<file path="src/rtl/lsu_arb_pkg.sv">
// Shared types for the two-master LSU arbiter: FSM states, master id and the
// latched request record.
package lsu_arb_pkg;

   typedef enum logic [1:0] {
      ST_IDLE = 2'd0,
      ST_ACC  = 2'd1,
      ST_RSP  = 2'd2
   } state_e;

   typedef logic mid_t;

   localparam mid_t MID_M0 = 1'b0;
   localparam mid_t MID_M1 = 1'b1;

   typedef struct packed {
      logic [15:0] addr;
      logic [31:0] wdata;
      logic        we;
      logic [3:0]  bmask;
      logic [2:0]  ldsel;
   } req_t;

endpackage

</file>
<file path="src/rtl/lsu_rr_pick.sv">
// Combinational 2-way picker: round-robin against the last winner, or m0
// always wins when fixed priority is selected.
module lsu_rr_pick
   import lsu_arb_pkg::*;
(
   input  logic [1:0] i_req,
   input  mid_t       i_last,
   input  logic       i_fixed_prio,
   output mid_t       o_win,
   output logic       o_valid
);

   always_comb begin
      o_valid = |i_req;
      o_win   = MID_M0;
      if (i_req == 2'b11) begin
         o_win = i_fixed_prio ? MID_M0 : ~i_last;
      end else if (i_req[1]) begin
         o_win = MID_M1;
      end
   end

endmodule

</file>
<file path="src/rtl/lsu_arb.sv">
// Two-master arbiter for a single LSU port. Each transaction takes ACC (drive
// the port) then RSP (return data); RSP may grant the next one directly.
module lsu_arb
   import lsu_arb_pkg::*;
#(
   parameter int P_FIXED_PRIO = 0
) (
   input  logic        clk,
   input  logic        rst,
   input  logic        m0_req,
   input  logic [15:0] m0_addr,
   input  logic [31:0] m0_wdata,
   input  logic        m0_we,
   input  logic [3:0]  m0_bmask,
   input  logic [2:0]  m0_ldsel,
   output logic        m0_gnt,
   output logic        m0_rvalid,
   output logic [31:0] m0_rdata,
   input  logic        m1_req,
   input  logic [15:0] m1_addr,
   input  logic [31:0] m1_wdata,
   input  logic        m1_we,
   input  logic [3:0]  m1_bmask,
   input  logic [2:0]  m1_ldsel,
   output logic        m1_gnt,
   output logic        m1_rvalid,
   output logic [31:0] m1_rdata,
   output logic [15:0] lsu_addr,
   output logic [31:0] lsu_w_data,
   output logic        lsu_wr_en,
   output logic [3:0]  lsu_bmask,
   output logic [2:0]  lsu_ld_sel,
   input  logic [31:0] lsu_r_data,
   output state_e      o_dbg_state
);

   state_e r_state;
   state_e w_next;
   mid_t   r_owner;
   mid_t   r_last;
   req_t   r_req;

   req_t   w_m0_fields;
   req_t   w_m1_fields;
   mid_t   w_win;
   logic   w_win_valid;
   logic   w_grant;
   logic   w_busy;

   assign w_m0_fields = {m0_addr, m0_wdata, m0_we, m0_bmask, m0_ldsel};
   assign w_m1_fields = {m1_addr, m1_wdata, m1_we, m1_bmask, m1_ldsel};

   lsu_rr_pick u_pick (
      .i_req        ({m1_req, m0_req}),
      .i_last       (r_last),
      .i_fixed_prio (P_FIXED_PRIO != 0),
      .o_win        (w_win),
      .o_valid      (w_win_valid)
   );

   // Grants are combinational from the live requests; rst masks them so that
   // every output is quiet while reset is held.
   always_comb begin
      w_next  = r_state;
      w_grant = 1'b0;
      case (r_state)
         ST_IDLE: begin
            w_grant = w_win_valid && !rst;
            if (w_win_valid) w_next = ST_ACC;
         end
         ST_ACC: w_next = ST_RSP;
         ST_RSP: begin
            w_grant = w_win_valid && !rst;
            w_next  = w_win_valid ? ST_ACC : ST_IDLE;
         end
         default: w_next = ST_IDLE;
      endcase
   end

   always_ff @(posedge clk or posedge rst) begin
      if (rst) begin
         r_state <= ST_IDLE;
         r_owner <= MID_M0;
         r_last  <= MID_M1;
         r_req   <= '0;
      end else begin
         r_state <= w_next;
         if (w_grant) begin
            r_owner <= w_win;
            r_last  <= w_win;
            r_req   <= (w_win == MID_M1) ? w_m1_fields : w_m0_fields;
         end
      end
   end

   assign w_busy = (r_state == ST_ACC) || (r_state == ST_RSP);

   always_comb begin
      m0_gnt     = w_grant && (w_win == MID_M0);
      m1_gnt     = w_grant && (w_win == MID_M1);
      m0_rvalid  = 1'b0;
      m1_rvalid  = 1'b0;
      m0_rdata   = '0;
      m1_rdata   = '0;
      lsu_addr   = '0;
      lsu_w_data = '0;
      lsu_wr_en  = 1'b0;
      lsu_bmask  = '0;
      lsu_ld_sel = '0;
      if (w_busy) begin
         lsu_addr   = r_req.addr;
         lsu_bmask  = r_req.bmask;
         lsu_ld_sel = r_req.ldsel;
      end
      if (r_state == ST_ACC) begin
         lsu_w_data = r_req.wdata;
         lsu_wr_en  = r_req.we;
      end
      // Writes complete with a zero data word.
      if (r_state == ST_RSP) begin
         if (r_owner == MID_M0) begin
            m0_rvalid = 1'b1;
            m0_rdata  = r_req.we ? 32'd0 : lsu_r_data;
         end else begin
            m1_rvalid = 1'b1;
            m1_rdata  = r_req.we ? 32'd0 : lsu_r_data;
         end
      end
   end

   assign o_dbg_state = r_state;

endmodule

</file>
<file path="config.mk">
export PLATFORM = sky130hd
export DESIGN_NAME = lsu_arb
export DESIGN_NICKNAME = d
export VERILOG_FILES = /design/src/rtl/lsu_arb_pkg.sv /design/src/rtl/lsu_rr_pick.sv /design/src/rtl/lsu_arb.sv
export SDC_FILE = /design/constraint.sdc
export NUM_CORES = 1
export LEC_CHECK = 0
export BUFFER_PORTS_ARGS = -buffer_cell sky130_fd_sc_hd__buf_2
export CORE_AREA = 2 2 107 109
export CTS_CLUSTER_SIZE = 24
export DETAILED_ROUTE_END_ITERATION = 10
export DIE_AREA = 0 0 109 111
export GPL_ROUTABILITY_DRIVEN = 0
export PLACE_DENSITY = 0.76
export RECOVER_POWER = 100
export SLEW_MARGIN = 10
export SYNTH_ARGS = -nofsm -noshare
export SYNTH_HDL_FRONTEND = slang
export SYNTH_SLANG_ARGS = --single-unit
</file>
<file path="constraint.sdc">
create_clock -name clk -period 2.2 [get_ports clk]
set_input_delay 0.11 -clock clk [delete_from_list [all_inputs] [get_ports clk]]
set_output_delay 0.11 -clock clk [all_outputs]
set_load 0.02 [all_outputs]
</file>
# [Yosys cells after proc, flatten, opt, wreduce, memory -nomap -nowiden]
# Cells that the tools add are included.
[totals] wordCells=43 in_bits=148 regBits=60 out_inout_bits=126
[op_classes] bitwise=2 n_eq_ne=4 n_reduce_logical=8 n_mux=21
[op_table] operator="$mux 32" n=6
[op_table] operator="$mux 56" n=1
[op_table] operator="$mux 16" n=1
[op_table] operator="$mux 1" n=9
[op_table] operator="$pmux 2 s3" n=1
[op_table] operator="$eq 2x2->1 const B" n=2
[op_table] operator="$mux 4" n=1
[op_table] operator="$reduce_or 2->1" n=2
[op_table] operator="$logic_and 1x1->1" n=3
[op_table] operator="$mux 3" n=1
[op_table] operator="$eq 2x1->1 const B" n=1
[op_table] operator="$logic_not 2->1" n=1
[op_table] operator="$mux 2" n=1
[op_table] operator="$ne 2x2->1 const B" n=1
[op_table] operator="$not 1->1" n=2
[op_table] operator="$logic_not 1->1" n=1
[op_table] operator="$logic_or 1x1->1" n=1

# [Depth between registers and ports, before layout]
[logic_depth] ltp_word=4 depth_mapped=8 mapped_depth_nobuf=6

# [By module]
# A second synthesis with hierarchy kept.
[unflattened] cells_unflattened=380 hier_area_um2=4015.1
[modules_own_cells] mod="lsu_arb" area_per_inst_um2=3997.6 cells_per_inst=377 n_inst=1 seq_area_each_um2=1502.7
[modules_own_cells] mod="lsu_rr_pick" area_per_inst_um2=17.5 cells_per_inst=3 n_inst=1 seq_area_each_um2=0.0

# [Least setup slack after synthesis]
# No wires, ideal clock.
[synth_timing] path_type="register to register" start="register r_state[0], in the netlist o_dbg_state[0]" end="register r_req[10] (netlist name)" setup_slack_ns=0.279 setup_time_ns=0.126 arrival_ns=1.795 synth_period_minus_slack_ns=1.921 stages_incl_launch_ff=8 path_buffers=2 required_ns=2.074 path_cell_list="dfrtp_1 -> inv_1 -> ha_1 -> o21ba_1 -> and3_4 -> buf_6 -> buf_6 -> a221o_1"
[synth_via] elab_chain_len=3 word_cells_on_any_way=4 classes_between="eq/ne: 1; mux: 1; reduce/logical: 2"
[synth_lines] item="start, declared" line="lsu_arb.sv:37" rtl="state_e r_state;"
[synth_lines] item="start signal, assigned" line="lsu_arb.sv:87" rtl="r_state <= w_next;"
[synth_lines] item="$eq 2x2->1 / $logic_not 2->1 (equally long branches)" line="lsu_arb.sv:66" rtl="case (r_state)"
[synth_lines] item="$reduce_or 2->1 (no source line) *"
[synth_lines] item="$mux 1 *"
[synth_lines] item="end signal, assigned" line="lsu_arb.sv:91" rtl="r_req <= (w_win == MID_M1) ? w_m1_fields : w_m0_fields;"
[synth_lines] item="end, declared" line="lsu_arb.sv:41" rtl="req_t r_req;"
# Every way passes the cells marked *; elsewhere a longest branch is shown, timed or not.
# A chain may end at the register's enable or synchronous reset.

# [Worst setup path in the final report]
[layout_timing] start="register r_state[1], in the netlist o_dbg_state[1]" end="output port m1_gnt"
[layout_via] elab_chain_len=4 word_cells_on_any_way=5 classes_between="eq/ne: 1; mux: 1; reduce/logical: 3"
[layout_lines] item="$eq 2x2->1 / $logic_not 2->1 (equally long branches)" line="lsu_arb.sv:66"
[layout_lines] item="$reduce_or 2->1 (no source line) *"
[layout_lines] item="$mux 1 *"
[layout_lines] item="$logic_and 1x1->1 *" line="lsu_arb.sv:100" rtl="m1_gnt = w_grant && (w_win == MID_M1);"
[layout_lines] item="end, declared" line="lsu_arb.sv:25" rtl="output logic m1_gnt,"
# Marked as above.

==> impl_results.md <==
- Register share of total power: 27.1%
- Most common cell in the netlist: nor2_1
- Synth Flop Type: dfrtp_1
- Tcrit/Tclk final: 93.7%
- RSZ-0062 raised after global routing: no
- Cell Area, Placed: 5170 µm²
- FF+latch count, synth: 60
- Setup Fix Bufs, Post-CTS: 0
- TritonCTS clock tree: yes
- Cell count after synthesis: 390
- Largest net degree at the start of global routing: 36
- P_leak: 2.77 nW
- Crit path max-delay cell type: dfrtp_1
- Layout Nets: 803
- Final ANT Viol Nets: 0
- Layout cells sized above 1: 40.6%
- Max cap viols: 0
- Yosys warns: 0
- Pint: 0.00426 W
- Avg Synthesized Cell Area: 9.40 µm²
- Multi-input combinational cell area: 1960 µm²
- Clock Latency Late Sink: 0.33 ns
- Register area: 1500 µm²
- Sequential fraction of the synthesis area: 41.0%
- Global route total overflow: 0
- Syn Nets: 543
- Max stage delay on crit path: 0.44 ns
- CTS H-Tree Depth: 3
- Clock power share: 20.5%
- Worst-path clk slew: 0.05 ns
- Critical path origin: o_dbg_state[1]$_DFFE_PP0P_
- Vias in the first global route: 3968
- Reg2Reg Launch Point: o_dbg_state[1]$_DFFE_PP0P_
- WL/cell: 16.7 µm
- Buffers plus inverters on the worst setup path: 3
- Port-buffer cells: 273
- Worst setup EP type: output pin
- Final cell count without fillers: 798
- Status: completed
- CP Max Fanout: 35
- IO Pins: 274
- Final setup vio count: 0
- Net Sw Power: 0.00303 W
- Die Footprint: 12100 µm²
- DR pass1 iterations: 4
- GRT Total Usage: 21.1%
- Logic pwr share: 52.4%
- Initial antenna violation count: 0
- Top cells by area, synth: dfrtp_1 40%, a221o_1 15%, o21a_1 12%, and2_1 9.6%, nor2_1 6.9%
- Post-route setup TNS: 0 ns
- Ant diodes: 0
- Delay-heaviest family, CP: buffers and inverters
- FF-to-FF path depth: 6
- Worst slew pin tran: 1.07 ns
- Finished Cell Area: 5420 µm²
- Hold Worst Slack: 0.0109 ns
- Hold depth: 2
- Switching share of power: 41.5%
- Share of the synthesized area in the top cell type: 40.3%
- DP Cell Count: 781
- Hpwl dp: 10000 µm
- DR vias: 4068
- Clock skew: 0.00381 ns
- Area leader, netlist: dfrtp_1
- DRC: 0
- Max IR drop VDD: 0.620 mV
- Vias per cell: 5.10
- Clk buf depth: 2
- Fillers: 1067
- Initial Util: 33.1%
- Worst R2R Setup Slack: 0.14 ns
- Relative slew slack: 28.8%
- Synth cell types: 21
- PD cells: 1350 nW/µm²
- Max Slew Vio Count: 0
- Startpoint types: flip-flop
- Synth async-reset ratio: 100%
- Clk sink count: 60
- Total wire length: 13300 µm
- Chip Height: 111 µm
- Horiz. Die Dim: 109 µm
- 1st-iter DRT viols: 201
- Num CTS Buffers: 9
- Mapped Area: 3670 µm²
- First-pass GRT wire length: 19700 µm
- Layout area overhead: 47.8%
- FP Rows: 39
- Worst Path Arrival: 1.95 ns
- Core area: 11100 µm²
- CP required: 2.09 ns
- Worst Hold Class: primary input to flip-flop
- CP Cell Sequence: inv_1 > ha_2 > o21ba_1 > and3_1 > buf_12 > clkbuf_2
- Reg2reg end: r_req[33]$_DFFE_PP0P_
- Crit path time final: 2.06 ns
- Root Buffer: clkbuf_16
- Final hold violation count: 0
- Worst setup endpoint: m1_gnt
- Fmax: 485 MHz
- Setup Crit Path Kind: flip-flop to output pin
- Instance count on the critical path: 6
- Top cells by count, synth: 67 x nor2_1, 59 x dfrtp_1, 58 x o21a_1
- Post-synth EDFFs: 0
power groups by stage:
stage / clock network [W] / logic [W] / registers, W
final: 0.00150 / 0.00382 / 0.00197
after global routing: 0.00157 / 0.00415 / 0.00205
after CTS: 0.00153 / 0.00394 / 0.00196
after detailed placement: 0 / 0.00394 / 0.00197
after global placement: 0 / 0.00384 / 0.00193
after floorplan: 0 / 0.00276 / 0.00185
registers in the layout (all words and copies together) (netlist names):
signal and cells:
o_dbg_state 2, r_last 1, r_owner 1, r_req 56
per-stage QoR:
step | setup slack [ns] | power, W | utilization (%)
final | 0.139 | 0.00729 | 48.9
after global routing | 0.00367 | 0.00777 | 48.9
after CTS | 0.0448 | 0.00743 | 49.7
after detailed placement | 0.257 | 0.00590 | 46.7
after global placement | 0.353 | 0.00578 | 46.7
after floorplan | 0.279 | 0.00461 | -
metal layers:
metal / routed length (µm) / up-vias / global-route usage [%]
met3: 1230 / 27 / 5.64
li1: - / 1904 / -
met1: 4880 / 1927 / 22.9
met2: 6920 / 210 / 37.8
met4: 264 / 0 / 8.89
met5: 0 / - / 0
logic make-up after synthesis:
logic type	share of synthesized area [%]
flops	41.0
simple gates	23.0
mux	0.307
compound gates	27.9
buf+inv	6.07
fa+ha+maj	1.71
worst min-delay path by stage:
stage            startpoint  slack, ns                         end
5_1_grt         m0_wdata[4]      0.005       r_req[12]$_DFFE_PP0P_
2_1_floorplan   m0_ldsel[0]       0.25        r_req[0]$_DFFE_PP0P_
4_1_cts        m1_wdata[18]     0.0003       r_req[26]$_DFFE_PP0P_
3_5_place_dp            rst       0.24  o_dbg_state[1]$_DFFE_PP0P_
3_3_place_gp            rst       0.22  o_dbg_state[1]$_DFFE_PP0P_
6_report       m0_wdata[18]       0.01       r_req[26]$_DFFE_PP0P_
cell type report:
class,instances,share of cell area [%]
Multi-Input combinational cell,285,36.1
Sequential cell,60,27.7
Timing Repair Buffer,288,26.6
Clock buffer,11,4.48
Tap cell,143,3.30
Clock inverter,5,1.39
Inverter,6,0.416
placed cells by master (no fill, tap or decap), drive strengths merged:
master / n
and2: 56
dfrtp: 59
inv: 6
ha: 5
mux2: 1
clkinv: 3
dlygate4sd3: 1
clkbuf: 107
o21ba: 1
dfstp: 1
buf: 191
nand3b: 1
o21bai: 1
a221o: 56
nand2: 3
o32ai: 1
and3: 1
o21a: 58
nand2b: 33
nor2b: 1
nor2: 67
bufinv: 2
repair_timing:
item,in CTS,in global routing
hold endpoints to repair,25,0
hold buffers,1,0
resized for setup,0,4
endpoints found under the setup margin,0,2
(Power assumes the default switching activity.)
